**src/rtl/instruction_fetch_queue.sv**
```systemverilog
// rtl/instruction_fetch_queue.sv - MIPS IF stage: PC, IM fetch and DEPTH-entry instruction FIFO with branch delay slot.
// Optional define IFQ_BYPASS_EN: a fetch into an empty queue is presented on out_* in the same cycle.
module instruction_fetch_queue #(
   parameter int unsigned  DEPTH      = 4,
   parameter logic [31:0]  RESET_PC   = 32'h0000_3000,
   parameter logic [31:0]  EXC_VECTOR = 32'h0000_4180
) (
   input  logic                     clk,
   input  logic                     reset,
   output logic [31:0]              im_addr,
   input  logic [31:0]              im_inst,
   input  logic                     im_accepted,
   output logic                     out_valid,
   input  logic                     out_ready,
   output logic [31:0]              out_pc,
   output logic [31:0]              out_pc4,
   output logic [31:0]              out_inst,
   output logic                     out_exception,
   output logic [4:0]               out_exccode,
   input  logic                     redirect,
   input  logic [31:0]              redirect_target,
   input  logic                     handle_exception,
   output logic [$clog2(DEPTH):0]   count
);

   localparam int AW = $clog2(DEPTH);
   localparam int CW = AW + 1;
   localparam logic [4:0] EXC_ADEL = 5'd4;

   typedef enum logic [1:0] {ST_RUN, ST_DS_WAIT, ST_HALT} state_t;

   state_t          r_state;
   state_t          w_next_state;
   logic [31:0]     r_pc;
   logic [31:0]     w_next_pc;
   logic [31:0]     r_target;
   logic            w_latch_target;

   logic [31:0]     r_mem_pc   [DEPTH];
   logic [31:0]     r_mem_inst [DEPTH];
   logic            r_mem_exc  [DEPTH];
   logic [AW-1:0]   r_rd_ptr;
   logic [AW-1:0]   r_wr_ptr;
   logic [CW-1:0]   r_count;

   logic            w_fault;
   logic            w_stored;
   logic            w_full;
   logic            w_fetch_base;
   logic            w_bypass;
   logic            w_deq;
   logic            w_deq_store;
   logic            w_redir;
   logic            w_kill;
   logic            w_fetch;
   logic            w_enq;
   logic [31:0]     w_fetch_inst;

   assign im_addr      = r_pc;
   assign count        = r_count;
   assign w_fault      = ~im_accepted | (r_pc[1:0] != 2'b00);
   assign w_fetch_inst = w_fault ? 32'h0 : im_inst;
   assign w_stored     = (r_count != '0);
   assign w_full       = (r_count == CW'(DEPTH));

   // A full queue only makes room when its head leaves, so out_ready stands in for the dequeue here.
   assign w_fetch_base = (r_state != ST_HALT) & ~handle_exception & (~w_full | out_ready);

`ifdef IFQ_BYPASS_EN
   assign w_bypass = ~w_stored & w_fetch_base;
`else
   assign w_bypass = 1'b0;
`endif

   assign out_valid   = w_stored | w_bypass;
   assign w_deq       = out_valid & out_ready;
   assign w_deq_store = w_stored & out_ready;
   assign w_redir     = redirect & w_deq & ~handle_exception;

   // Delay slot already queued behind the branch: drop everything younger and skip this fetch.
   assign w_kill  = w_redir & (r_count >= CW'(2));
   assign w_fetch = w_fetch_base & ~w_kill;
   assign w_enq   = w_fetch & ~(w_bypass & out_ready);

   always_comb begin
      out_pc        = 32'h0;
      out_inst      = 32'h0;
      out_exception = 1'b0;
      if (w_stored) begin
         out_pc        = r_mem_pc[r_rd_ptr];
         out_inst      = r_mem_inst[r_rd_ptr];
         out_exception = r_mem_exc[r_rd_ptr];
      end else if (w_bypass) begin
         out_pc        = r_pc;
         out_inst      = w_fetch_inst;
         out_exception = w_fault;
      end
      out_pc4     = out_pc + 32'd4;
      out_exccode = out_exception ? EXC_ADEL : 5'd0;
   end

   always_comb begin
      w_next_state   = r_state;
      w_next_pc      = r_pc;
      w_latch_target = 1'b0;
      if (handle_exception) begin
         w_next_state = ST_RUN;
         w_next_pc    = EXC_VECTOR;
      end else begin
         if (w_fetch) begin
            if (r_state == ST_DS_WAIT) begin
               w_next_pc    = r_target;
               w_next_state = ST_RUN;
            end else begin
               w_next_pc = r_pc + 32'd4;
            end
         end
         if (w_kill) begin
            w_next_pc    = redirect_target;
            w_next_state = ST_RUN;
         end else if (w_redir && w_enq) begin
            w_next_pc    = redirect_target;
            w_next_state = ST_RUN;
         end else if (w_redir) begin
            w_latch_target = 1'b1;
            w_next_state   = ST_DS_WAIT;
         end
         if (w_fetch && w_fault) begin
            w_next_state = ST_HALT;
         end
      end
   end

   always_ff @(posedge clk or posedge reset) begin
      if (reset) begin
         r_state <= ST_RUN;
      end else begin
         r_state <= w_next_state;
      end
   end

   always_ff @(posedge clk or posedge reset) begin
      if (reset) begin
         r_pc     <= RESET_PC;
         r_target <= 32'h0;
      end else begin
         r_pc <= w_next_pc;
         if (w_latch_target) begin
            r_target <= redirect_target;
         end
      end
   end

   always_ff @(posedge clk or posedge reset) begin
      if (reset) begin
         r_rd_ptr <= '0;
         r_wr_ptr <= '0;
         r_count  <= '0;
      end else if (handle_exception) begin
         r_rd_ptr <= '0;
         r_wr_ptr <= '0;
         r_count  <= '0;
      end else if (w_kill) begin
         r_rd_ptr <= r_rd_ptr + AW'(1);
         r_wr_ptr <= r_rd_ptr + AW'(2);
         r_count  <= CW'(1);
      end else begin
         if (w_enq) begin
            r_wr_ptr <= r_wr_ptr + AW'(1);
         end
         if (w_deq_store) begin
            r_rd_ptr <= r_rd_ptr + AW'(1);
         end
         r_count <= r_count + CW'(w_enq) - CW'(w_deq_store);
      end
   end

   // Storage needs no reset: nothing is read unless r_count marks it valid.
   always_ff @(posedge clk) begin
      if (w_enq && !handle_exception) begin
         r_mem_pc[r_wr_ptr]   <= r_pc;
         r_mem_inst[r_wr_ptr] <= w_fetch_inst;
         r_mem_exc[r_wr_ptr]  <= w_fault;
      end
   end

endmodule

```
**config.mk**
```make
export PLATFORM = sky130hd
export DESIGN_NAME = instruction_fetch_queue
export DESIGN_NICKNAME = d
export VERILOG_FILES = /design/src/rtl/instruction_fetch_queue.sv
export SDC_FILE = /design/constraint.sdc
export NUM_CORES = 1
export LEC_CHECK = 0
export CAP_MARGIN = 20
export CORE_ASPECT_RATIO = 1.5
export CORE_UTILIZATION = 40
export DETAILED_ROUTE_END_ITERATION = 6
export GPL_TIMING_DRIVEN = 1
export PLACE_DENSITY_LB_ADDON = 0.15
export SLEW_MARGIN = 20
export SYNTH_ARGS = -nofsm -noshare
export SYNTH_HDL_FRONTEND = slang
export SYNTH_SLANG_ARGS = --single-unit
```
**constraint.sdc**
```tcl
create_clock -name clk -period 3.26 [get_ports clk]
set_clock_uncertainty 0.05 [all_clocks]
set_input_delay 0.652 -clock clk [delete_from_list [all_inputs] [get_ports clk]]
set_output_delay 0.652 -clock clk [all_outputs]
set_load 0.01 [all_outputs]
```
== Word-level counts from Yosys, hierarchy flattened ==
Memory sizes are Yosys's and may differ from the RTL's.
Index checks and enable logic that the tools add are counted.

* Register bits after elaboration: 73
* RAM bits: 260
* Input port bits: 70
* Logic and storage cells: 76
* Memories kept: 3

* Add/subtract/negate cells: 7
* Order comparisons: 1
* Equal/unequal tests: 3
* Mux-type cells: 31
* Bitwise logic cells: 13
* Reduce and logical (&&, ||, !) cells: 12

{| class="wikitable"
|+ Memory list
! memory !! depth !! bits a word !! rd ports !! clocked after Yosys merged registers in !! write ports !! RTL line !! source
|-
| r_mem_inst || 4 || 32 || 1 || 0 || 1 || 40 || <nowiki>logic [31:0] r_mem_inst [DEPTH];</nowiki>
|-
| r_mem_pc || 4 || 32 || 1 || 0 || 1 || 39 || <nowiki>logic [31:0] r_mem_pc [DEPTH];</nowiki>
|-
| r_mem_exc || 4 || 1 || 1 || 0 || 1 || 41 || <nowiki>logic r_mem_exc [DEPTH];</nowiki>
|}

{| class="wikitable"
|+ Operators with widths
! operator !! number
|-
| $mux 32 || 8
|-
| $add 32x3->32 const B || 2
|-
| $mux 2 || 13
|-
| $reduce_bool 6->1 || 2
|-
| $mux 3 || 3
|-
| $reduce_bool 3->1 || 3
|-
| $and 1x1->1 || 7
|-
| $mux 1 || 7
|-
| $add 2x1->2 const B || 2
|-
| $not 1->1 || 4
|-
| $reduce_bool 4->1 || 1
|-
| $add 3x1->3 || 1
|-
| $eq 3x3->1 const B || 1
|-
| $ge 3x2->1 const B || 1
|-
| $logic_and 1x1->1 || 3
|-
| $sub 3x1->3 || 1
|-
| $add 2x2->2 const B || 1
|-
| $eq 2x1->1 const B || 1
|-
| $ne 2x2->1 const B || 1
|-
| $or 1x1->1 || 2
|-
| $reduce_and 2->1 || 1
|-
| $reduce_bool 2->1 || 1
|-
| $logic_not 1->1 || 1
|}

== Depth between registers and ports, before layout ==
Gate-level depths: netlist (run 1).

* Word-level depth: 13
* Depth in mapped cells: 14
* Depth with buffers taken out: 11

== Least setup slack after synthesis (run 1) ==
No wires, ideal clock.

* Path type: flip-flop to output port
* Start point: register r_count[1], in the netlist count[1]
* End point: output port out_pc4[18]
* Arrival: 3327 ps
* Path slack: -769 ps
* Cell stages (with the launch flop): 15
* Buffers on the path: 3
* Cell sequence: dfrtp_1 -> nor3_1 -> inv_1 -> clkbuf_1 -> clkbuf_1 -> clkbuf_1 -> nand2_1 -> inv_1 -> ha_1 -> nand2_1 -> o22ai_1 -> or3b_4 -> nor3_4 -> nand4_1 -> xnor2_1

* Longest elaborated chain between the ends: 3

{| class="wikitable"
|+ RTL lines
! element !! RTL line !! source
|-
| from (decl) || 44 || <nowiki>logic [CW-1:0] r_count;</nowiki>
|-
| from (signal assigned) || 174 || <nowiki>r_count <= r_count + CW'(w_enq) - CW'(w_deq_store);</nowiki>
|-
| $reduce_bool 3->1 || 63 || <nowiki>assign w_stored = (r_count != '0);</nowiki>
|-
| via out_valid || 13 || <nowiki>output logic out_valid,</nowiki>
|-
| $mux 32 || 89 || <nowiki>if (w_stored) begin</nowiki>
|-
| via out_pc[2] || 15 || <nowiki>output logic [31:0] out_pc,</nowiki>
|-
| $add 32x3->32 || 98 || <nowiki>out_pc4 = out_pc + 32'd4;</nowiki>
|-
| to (decl) || 16 || <nowiki>output logic [31:0] out_pc4,</nowiki>
|}

The timed path passes the listed nets, and every way through them passes these cells.

== Worst setup path after layout (run 1) ==
* Start point: register r_rd_ptr[0]
* End point: output port out_pc4[14]

* Longest elaborated chain between the ends: 3

{| class="wikitable"
|+ RTL lines
! element !! RTL line !! source
|-
| from (decl) || 42 || <nowiki>logic [AW-1:0] r_rd_ptr;</nowiki>
|-
| from (signal assigned) || 164 || <nowiki>r_rd_ptr <= r_rd_ptr + AW'(1);</nowiki>
|-
| from (signal assigned) || 172 || <nowiki>r_rd_ptr <= r_rd_ptr + AW'(1);</nowiki>
|-
| $mem_v2 4x32 || - ||
|-
| $mux 32 || 89 ||
|-
| $add 32x3->32 || 98 ||
|}

No other way between the ends.

==> results.md, run 1 <==
- Total Die Area: 37960 um^2
- Clk Latency, worst-skew pair: ~0.52 ns
- Outcome: finished with violations
- RSZ-0062 raised after global routing: true
- Non-filler cells, final: 1778
- Crit path DAT: 3.13 ns
- Final core occ: between 50% and 60%
- Die Ht: 238.1 um
- Overall routing resource usage: roughly a fifth
- Number of synthesized flops with an enable pin: 260
- Syn_area_per_cell: 15.28 um^2
- Seq/Total Area, Yosys: between 60 and 70%
- Pin count of the biggest net entering global routing: 66
- Crit end category: primary output
- Vias: 9429
- CTS Buffer Depth: 3
- Final HPWL DP: 23980 um
- H-tree Lvls: 2
- First-pass GRT wire length: between 50000 and 60000 um
- # fillers: between 3000 and 4000
- Crit path kind: reg -> out
- Layout Nets: 1348
- Ant. Diodes: 0
- Setup violators final: 33
- DP Cell Count: 1687
- Slew headroom: 27.22%
- Num CTS Buffers: 34
- Clock period minus worst slack: 3.836 ns
- Worst-path fanout max: 4
- Reg area: about 9600 um^2
- Vias/cell: 5.303
- Least-Margin Pin Slew: 1.092 ns
- Ranking of synthesized cells by area: edfxtp_1 53%, dfrtp_1 12%, mux4_2 9.8%, and2_1 4.0%, mux2_2 2.4%
- Iteration-0 DRC Markers: 559
- Flop2flop setup slack: 0.58 ns
- Synth async-reset ratio: 21.92%
- GRT overflow: 0
- Routability cong.: 0.8134
- Hold Path Class: reg -> reg
- Core Rows: 86
- Final hold violations: 0
- CTS clock-pin slew for the worst setup and hold paths: 0.06 ns
- VDD IR max: 0.0004079 V
- Synthesis-to-finish area growth: 31.11%
- Routed wire length per instance: 21.02 um
- Max-cap violations: 0
- CTS tree: built
- Layout cells sized above 1: 31.84%
- Final WS setup: -0.5763 ns
- Peak Freq: 260.7 MHz
- IO buf count: 203
- Vias in the first global route: 9727
- Multi-input gate area: 5150 um^2
- Ports: ~210
- Cell Area, Synth: around 15000 um^2
- Flops & latches, synth: 333
- Top FF cell, synth: edfxtp_1
- Initial Utilization: 40.52%
- Drt pass-1 iters: 5
- P_leak: 7.308 nW
- Element type at the critical path start: flip-flop
- Die X: 159.4 um
- # clock sinks: roughly 330
- Synthesized instance count: 973
- Remaining DRCs: 0
- Clk root buf: clkbuf_16
- Yosys warning total: 0
- Synth cell types: 64
- Yosys top cell by area: edfxtp_1
- Crit path required time: approximately 2.6 ns
- Post-route ant nets: 0
- Fin crit share: 117.7%
- Failing checks: setup timing
- Post-synth top area share: between 50 and 60%
- Core ar.: 36690 um^2
- Initial antenna violation count: 0
- Max Slew Vio Count: 0
- Post-Route WL: around 37000 um
- PwrDens: 856.5 nW/um^2
-- state kept, by name (all words and copies together), names as in the netlist, 3 cells and up --
name,flops
r_mem_inst,128
r_mem_pc,128
im_addr,32
r_target,32
r_mem_exc,4
count,3
-- layer usage --
metal | track usage, % | part of all wire, % | vias to the layer above
li1 | - | - | 4281
met1 | 25.30 | 41 | 4826
met2 | 35.45 | 52 | 273
met3 | 2.642 | 4.2 | 49
met4 | 6.410 | 2.5 | 0
met5 | 0 | 0 | -
-- worst max-delay path, cell delays in order (launching register included) --
cell and delay (ns):
dfrtp_4 0.50, mux4_2 0.36, and2_4 0.16, ha_4 0.14, nand2_2 0.05, o22ai_2 0.16
or3b_4 0.43, buf_4 0.15, or2_4 0.27, nor3_4 0.12, xnor2_1 0.12, buf_2 0.15
-- repair_timing --
action | CTS | global route
resized for setup | 289 | 60
pin swaps | 22 | 13
setup buffers | 18 | 5
endpoints found under the setup margin | 94 | 53
hold buffers | 0 | 0
gates cloned | 4 | 1
-- worst paths after layout --
path	from	to	cells after the start
worst min-delay path	r_target[28]$_DFFE_PP0P_	r_target[28]$_DFFE_PP0P_	2
worst max-delay path	r_rd_ptr[0]$_DFFE_PP0P_	out_pc4[14]	11
worst max register to register	count[1]$_DFF_PP0_	r_mem_inst[1][0]$_DFFE_PP_	6
min in group asynchronous	reset	r_target[17]$_DFFE_PP0P_	2
max in group asynchronous	reset	im_addr[12]$_DFFE_PP1P_	3
worst min register to register	r_target[28]$_DFFE_PP0P_	r_target[28]$_DFFE_PP0P_	2
-- synth_stat cells (4+ instances only) --
cell,instances
nor2_1,46
a21oi_1,20
nand3_1,33
edfxtp_1,260
and2_1,95
dfrtp_1,71
inv_1,22
a21o_1,4
nand4_1,10
nand2_1,46
a211oi_1,22
a22oi_1,5
o21ai_0,18
xor2_1,21
mux4_2,65
a221o_1,9
buf_2,15
and3_1,14
nor3_1,15
clkbuf_1,26
mux2_2,32
buf_6,5
ha_1,9
nor3_2,4
xnor2_1,31
or3_1,5
buf_4,11
-- cells in the final DEF, fill, tap and decap left out, types with 5 or more instances in the layout --
cell type        count
xor2_1              20
o21ai_0             18
buf_16               6
xnor2_1             20
buf_4               95
clkbuf_2            13
a21oi_1             19
nand2_2              7
clkbuf_1             9
nand2_1             40
nor3_4               5
dfrtp_1             66
dlygate4sd2_1       28
and2_1              76
a22oi_1              5
nor2_1              41
xnor2_2             11
nor3_1              14
ha_1                 8
a221o_1              9
a211oi_1            22
nand3_2              5
mux2_2              32
clkbuf_16           38
and3_1               9
nand4_1             10
and2_4              22
buf_12               9
edfxtp_1           260
buf_2               42
clkdlybuf4s50_1    112
inv_1               19
nand3_1             28
mux4_2              66
-- kinds of logic after synthesis --
logic type | synth area share [%]
adder cells (fa/ha/maj) | 0.9595
flip-flops | 64.82
AND/OR/NAND/NOR | 11.11
multiplexers | 12.65
AO/OA/AOI/OAI | 4.536
other | 0.02522
buffers and inverters | 2.836
XOR/XNOR | 3.063
-- area by class of cell --
cell class	count	area share, %
clock buffer	47	4.994
clock inverter	15	0.7382
inverter	22	0.4365
multi-input combinational	561	26.42
sequential	333	49.50
tap	484	3.107
timing repair buffer	316	14.80
-- stage by stage --
| stage | setup WS (ns) | hold WS (ns) | total power, mW | instance area, um^2 | setup TNS (ns) |
|---|---|---|---|---|---|
| floorplan | -0.1168 | 0.4000 | 9.625 | 15030 | -0.3928 |
| global placement | -0.5712 | 0.4178 | 12.86 | 18030 | -8.762 |
| detailed placement | -0.6231 | 0.4231 | 12.92 | 18060 | -9.462 |
| CTS | -0.6639 | 0.4392 | 16.81 | 19410 | -11.77 |
| global route | -0.7029 | 0.4685 | 17.56 | 19490 | -14.84 |
| finish | -0.5763 | 0.4348 | 16.69 | 19490 | -10.51 |
-- where the power goes --
part	total (mW)	switching [mW]	internal, mW
combinational	6.64	3.26	3.38
clock	3.88	1.62	2.27
sequential	6.17	0.524	5.65
total	16.7	5.40	11.3
No activity file was read; power rests on OpenSTA's default activity.
==> run 2, diff against run 1 <==
--- a/config.mk
+++ b/config.mk
@@ -5,8 +5,10 @@
 export SDC_FILE = /design/constraint.sdc
 export NUM_CORES = 1
 export LEC_CHECK = 0
+export ABC_AREA = 1
 export CAP_MARGIN = 20
 export CORE_ASPECT_RATIO = 1.5
+export CORE_MARGIN = 2
 export CORE_UTILIZATION = 40
 export DETAILED_ROUTE_END_ITERATION = 6
 export GPL_TIMING_DRIVEN = 1
==> results.md, run 2 <==
- Outcome: finished with violations
- Seq/Total Area, Yosys: 59.00%
- Commonest cells in the netlist: 491 x nand2_1, 301 x nor2_1, 260 x edfxtp_1
- Crit path DAT: 2.84 ns
- Core ar.: 40310 um^2
- Post-Synth Simple-Gate Area: roughly 25%
- Post-synth top area share: 47.80%
- Clk root buf: clkbuf_16
- Routability cong.: 0.8860
- Synth async-reset ratio: 21.92%
- Routed wire length per instance: 18.08 um
- RSZ-0062 raised after global routing: true
- Most frequent cell after synthesis: nand2_1
- Synthesized instance count: 1838
- Crit path largest cell delay: 0.53 ns
- Worst-path fanout max: 5
- CTS tree: built
- Cells along the critical path: buf_6, nand2_2, nand3_2, nand2_2, nand2_2, inv_2, ha_4, nand3_4, nor2_4, nand3_4, buf_6, nor2_4, nand4_1, nand2_2, buf_6
- Final WS setup: -0.2836 ns
- Flop2flop setup slack: 0.44 ns
- Initial Utilization: 40.52%
- P_leak: 9.569 nW
- Synth cell types: 38
- Final HPWL DP: 31550 um
- Crit path required time: 2.56 ns
- Element type at the critical path start: flip-flop
- Number of synthesized flops with an enable pin: 260
- Commonest non-fill, non-tap cell in the layout: nand2_1
- Slew headroom: 30.14%
- Worst hold margin: 0.3163 ns
- Post-Synth XOR/XNOR Area: 0.9651%
- Vias/cell: 5.081
- Syn_area_per_cell: 8.887 um^2
- Iteration-0 DRC Markers: 870
- Vias in the first global route: 13530
- Die Ht: 251.5 um
- Ranking of synthesized cells by area: edfxtp_1 48%, nand2_1 11%, dfrtp_1 11%, nor2_1 6.9%, nand3_1 4.4%
- Post-Route WL: 48730 um
- Post-synthesis mux area share: 0%
- Overall routing resource usage: 22.69%
- # clock sinks: 333
- Clk Latency, worst-skew pair: 0.58 ns
- CTS Buffer Depth: 3
- Top FF cell, synth: edfxtp_1
- Post-DP Area: just under 20000 um^2
- Crit path kind: reg -> out
- Synthesis-to-finish area growth: 34.11%
- Initial antenna violation count: 0
- Drt pass-1 iters: 5
- VDD IR max: about 0.00045 V
- Fin area: 21910 um^2
- First-pass GRT wire length: 75190 um
- Layout cells sized above 1: 19.64%
- Fin crit share: 108.7%
- Core Rows: 90
- Total Die Area: 42500 um^2
- Ports: 208
- Commonest non-fill, non-tap cells in the layout: 440 x nand2_1, 267 x nor2_1, 260 x edfxtp_1
- Die X: approximately 170 um
- PwrDens: between 800 and 900 nW/um^2
- Max Slew Vio Count: 0
- IO buf count: 203
- Hold Path Class: in -> async
- Worst Setup SP: r_rd_ptr[0]$_DFFE_PP0P_
- # fillers: 3639
- Max-cap violations: 0
- Layout Nets: 2244
- Reg area: 9642 um^2
- Largest family of logic cells by synthesized area: simple AND/OR/NAND/NOR gates
- Pin count of the biggest net entering global routing: roughly 70
- Final hold violations: 0
- Worst r2r src: count[1]$_DFF_PP0_
- Yosys top cell by area: edfxtp_1
- Peak Freq: 282.2 MHz
- Ant. Diodes: 0
- Failing checks: setup timing
- Num CTS Buffers: 31
- Yosys warning total: 0
- Post-route ant nets: 0
- CP max stage cell: dfrtp_4
- Crit end category: primary output
- Cell Area, Synth: roughly 16000 um^2
- H-tree Lvls: 1
- Remaining DRCs: 0
- Synth Area in Adders: less than 1%
- Top flop regs: r_mem_inst (128), r_mem_pc (128)
- Setup violators final: 25
- CTS hold repair buffers: 0
- Least-Margin Pin Slew: ~1.0 ns
- Clock period minus worst slack: about 3.5 ns
- CTS clock-pin slew for the worst setup and hold paths: approximately 0.07 ns
- Multi-input gate area: 6192 um^2
- Most common cell type on the critical path: nand2_2
- GRT overflow: 0
- Compound-cell area share of the yosys netlist: 6.557%
- Vias: 13690
- Flops & latches, synth: 333
==> run 2: worst max-delay path: cells and delay by family (launching register included) <==
family	cells	cell delay (ns)
AND/OR/NAND/NOR	10	1.08
adder cells (fa/ha/maj)	1	0.15
flip-flops	1	0.53
buffers and inverters	4	0.49
==> run 2: final cells by class <==
type	count	area share, %
Clock buffer	46	3.981
Clock inverter	12	0.4341
Inverter	191	3.341
Multi-Input combinational cell	1230	28.27
Sequential cell	333	44.01
Tap cell	506	2.890
Timing Repair Buffer	377	17.07
==> run 2: path summary, 6_finish.rpt <==
| kind | cells past startpoint | endpoint |
|---|---|---|
| setup / recovery | 15 | out_pc4[28] |
| hold / removal | 2 | r_target[8]$_DFFE_PP0P_ |
| setup reg to reg | 18 | count[2]$_DFF_PP0_ |
| hold reg to reg | 2 | r_target[21]$_DFFE_PP0P_ |
| max in group asynchronous | 3 | im_addr[13]$_DFFE_PP1P_ |
| min in group clk | 2 | r_target[21]$_DFFE_PP0P_ |
==> run 2: cell families (layout without fill, tap and decap cells) <==
logic type                 after synthesis  after routing
AOI/OAI and AO/OA                      204            204
xor gates and xnor gates                18             18
adders and majority gates               10             10
buffers and inverters                  278            626
DFF                                    333            333
other                                    1              4
and+or+nand+nor                        994            994
==> run 2: metal layers <==
layer / GRT usage (%) / up-vias / share of wire, %
li1: - / 6623 / -
met1: 27.35 / 6539 / 40
met2: 41.50 / 425 / 51
met3: 2.525 / 106 / 4.9
met4: 8.596 / 0 / 4.0
met5: 0 / - / 0
==> run 2: timing repair <==
item,CTS,global route
endpoints found under the setup margin,90,57
gates cloned,6,1
resized for setup,354,59
setup buffers,38,13
endpoints found under the hold margin,0,0
pin swaps,39,30
==> run 2: metrics by stage <==
step	setup WS (ns)	power [mW]	setup TNS, ns	util, %	cells
2_1_floorplan	-0.1952	9.651	-50.76	-	1841
3_3_place_gp	-0.07270	13.36	-0.1315	48.75	2583
3_5_place_dp	-0.06351	13.45	-0.2855	48.75	2583
4_1_cts	-0.2547	17.55	-3.585	53.75	2684
5_1_grt	-0.4167	18.61	-8.290	54.34	2695
6_report	-0.2836	17.59	-4.512	54.34	2695
==> run 2: power breakdown <==
part	internal, mW	total [mW]	switching [mW]
Combinational	3.39	7.89	4.50
Sequential	5.64	6.23	0.592
Clock	1.93	3.47	1.54
Total	11.0	17.6	6.63
==> patch, RTL diff (config.mk and constraints of run 1) <==
Set the parameter `DEPTH` to 8 (it was 4).
--- a/src/rtl/instruction_fetch_queue.sv
+++ b/src/rtl/instruction_fetch_queue.sv
@@ -2,5 +2,5 @@
 // Optional define IFQ_BYPASS_EN: a fetch into an empty queue is presented on out_* in the same cycle.
 module instruction_fetch_queue #(
-   parameter int unsigned  DEPTH      = 4,
+   parameter int unsigned  DEPTH      = 8,
    parameter logic [31:0]  RESET_PC   = 32'h0000_3000,
    parameter logic [31:0]  EXC_VECTOR = 32'h0000_4180
Interface: changed (resized count); port bits go from 208 to 209. The function was not compared with the original's and may differ.
==> patch against run 1 <==
The run still ends with negative setup slack left; wire length up 85%; power up 72%; sequential cell count up 263; setup slack worse by 240 ps; global-route usage up 1.8 points; cell area up 72%; area after synthesis up 70%; sequential share of layout area up 2.9 points; critical path type unchanged; critical endpoint is now out_pc4[30].
==> patch: results (changes against run 1) <==
Logic synthesis
  • Synth area leaders: edfxtp_1 62%, mux4_2 7.6%, dfrtp_1 7.3%, mux2i_1 3.8%, mux4_1 2.3%
  • Ys async rst share: 12.8% (-9.2 points)
  • Post-synth EDFFs: 520 (+100%)
  • Area share of fa/ha/maj cells after synthesis: 0.574% (-0.39 points)
  • Post-synthesis cell count: 1,482 (+52%)
  • Post-synthesis compound-gate area fraction: 3.59% (-0.95 points)
  • Post-synthesis xor/xnor area fraction: 2.11% (-0.95 points)
  • List of most frequent post-synthesis cells: 520 x edfxtp_1, 121 x nor2_1, 95 x mux2i_1, 85 x mux4_2, 74 x dfrtp_1

Run status
  • Failing checks: negative setup slack
  • Status: finished, violations left

Placed design
  • Placed insts: 2,612 (+55%)
  • GP Congestion: 0.862 (+6.0%)

Die
  • Core area: 62,400 µm² (+70%)

STA
  • TNS Setup: -27,080 ps (-16,560 ps)
  • Final WS setup: -814 ps (-238 ps)
  • Final setup fails: 81 (+150%)

Worst setup path
  • Crit path launch: r_rd_ptr[2]
  • Crit path to: out_pc4[30]
  • Worst Reg2Reg Path Length in Cells: 17 (+11)
  • CP peak stage delay: 550 ps (+50 ps)
  • R2r startpoint: count[2]
  • Peak fanout along the critical path: 8 (+4)
  • R2R setup slack: 200 ps (-380 ps)

Global routing
  • Gr usage total: 21.7% (+1.8 points)
  • First-pass GRT wire length: 104,000 µm (+81%)
  • Vias in the first global route: 16,200 (+67%)
  • M1 GR Usage: 26.5% (+1.2 points)
  • Met2 Resource Use GR: 39.0% (+3.5 points)
  • Largest net degree at the start of global routing: 55 (-17%)
  • Met3 Usage GRT: 3.14% (+0.50 points)

Cells and area
  • Largest registers: r_mem_inst x256, r_mem_pc x256
  • Share of layout cells above drive strength 1: 35.7% (+3.8 points)

Routing
  • Routed wl met2: 36,200 µm (+87%)
  • Via Count: 15,100 (+61%)
  • First-iteration detailed-routing DRC count: 902 (+61%)
  • WL met3: 3130 µm (+98%)

Power
  • Sw Ratio: 32.5% (+0.11 points)
  • Peak VDD IR: 520 µV (+27%)
  • Lkg Pwr: 11.9 nW (+63%)

Clocking
  • Cts bufs inserted: 57 (+68%)
patch: changes by cell type in the layout (fill, tap and decap cells not counted), sizes merged, moves of 15 or more:
cell         change
edfxtp         +260
buf            +199
mux2i           +92
and2            -88
nor2            +75
mux4            +41
and3            +26
dlygate4sd2     -21
clkbuf          +20
nand2           +16
a22oi           +15
patch: worst min path at each step:
stage                  from      endpoint
2_1_floorplan  r_target[19]  r_target[19]
3_3_place_gp   r_target[22]  r_target[22]
3_5_place_dp   r_target[22]  r_target[22]
4_1_cts               reset  r_target[22]
5_1_grt               reset  r_target[31]
6_report              reset  r_target[26]
patch: power by group through the flow:
| stage | Combinational [mW] | Sequential [mW] | Clock [mW] |
|---|---|---|---|
| after CTS | 11.6 | 10.3 | 6.66 |
| after floorplan | 5.03 | 10.3 | 0 |
| after global placement | 10.4 | 10.4 | 0 |
| after global routing | 12.7 | 10.4 | 6.93 |
| final | 11.9 | 10.3 | 6.49 |
| after detailed placement | 10.5 | 10.4 | 0 |
patch: area by class of cell:
cell class,instances,share of cell area (%)
sequential,596,52.4
timing repair buffer,490,15.1
clock inverter,29,0.786
tap,798,2.99
inverter,27,0.355
multi-input combinational,779,23.7
clock buffer,75,4.65
patch: per-stage QoR:
| step | hold slack, ps | worst slack (ps) | cell area, µm² | util (%) |
|---|---|---|---|---|
| 2_1_floorplan | 424 | -335 | 25500 | - |
| 3_3_place_gp | 432 | -828 | 30100 | 48.3 |
| 3_5_place_dp | 440 | -834 | 30100 | 48.3 |
| 4_1_cts | 360 | -808 | 33200 | 53.2 |
| 5_1_grt | 400 | -952 | 33400 | 53.6 |
| 6_report | 367 | -814 | 33400 | 53.6 |
patch: repair_timing:
item	CTS	global route
pin swaps	43	23
setup buffers	53	25
cloned	9	1
setup endpoints to repair	98	95
resized for setup	509	81
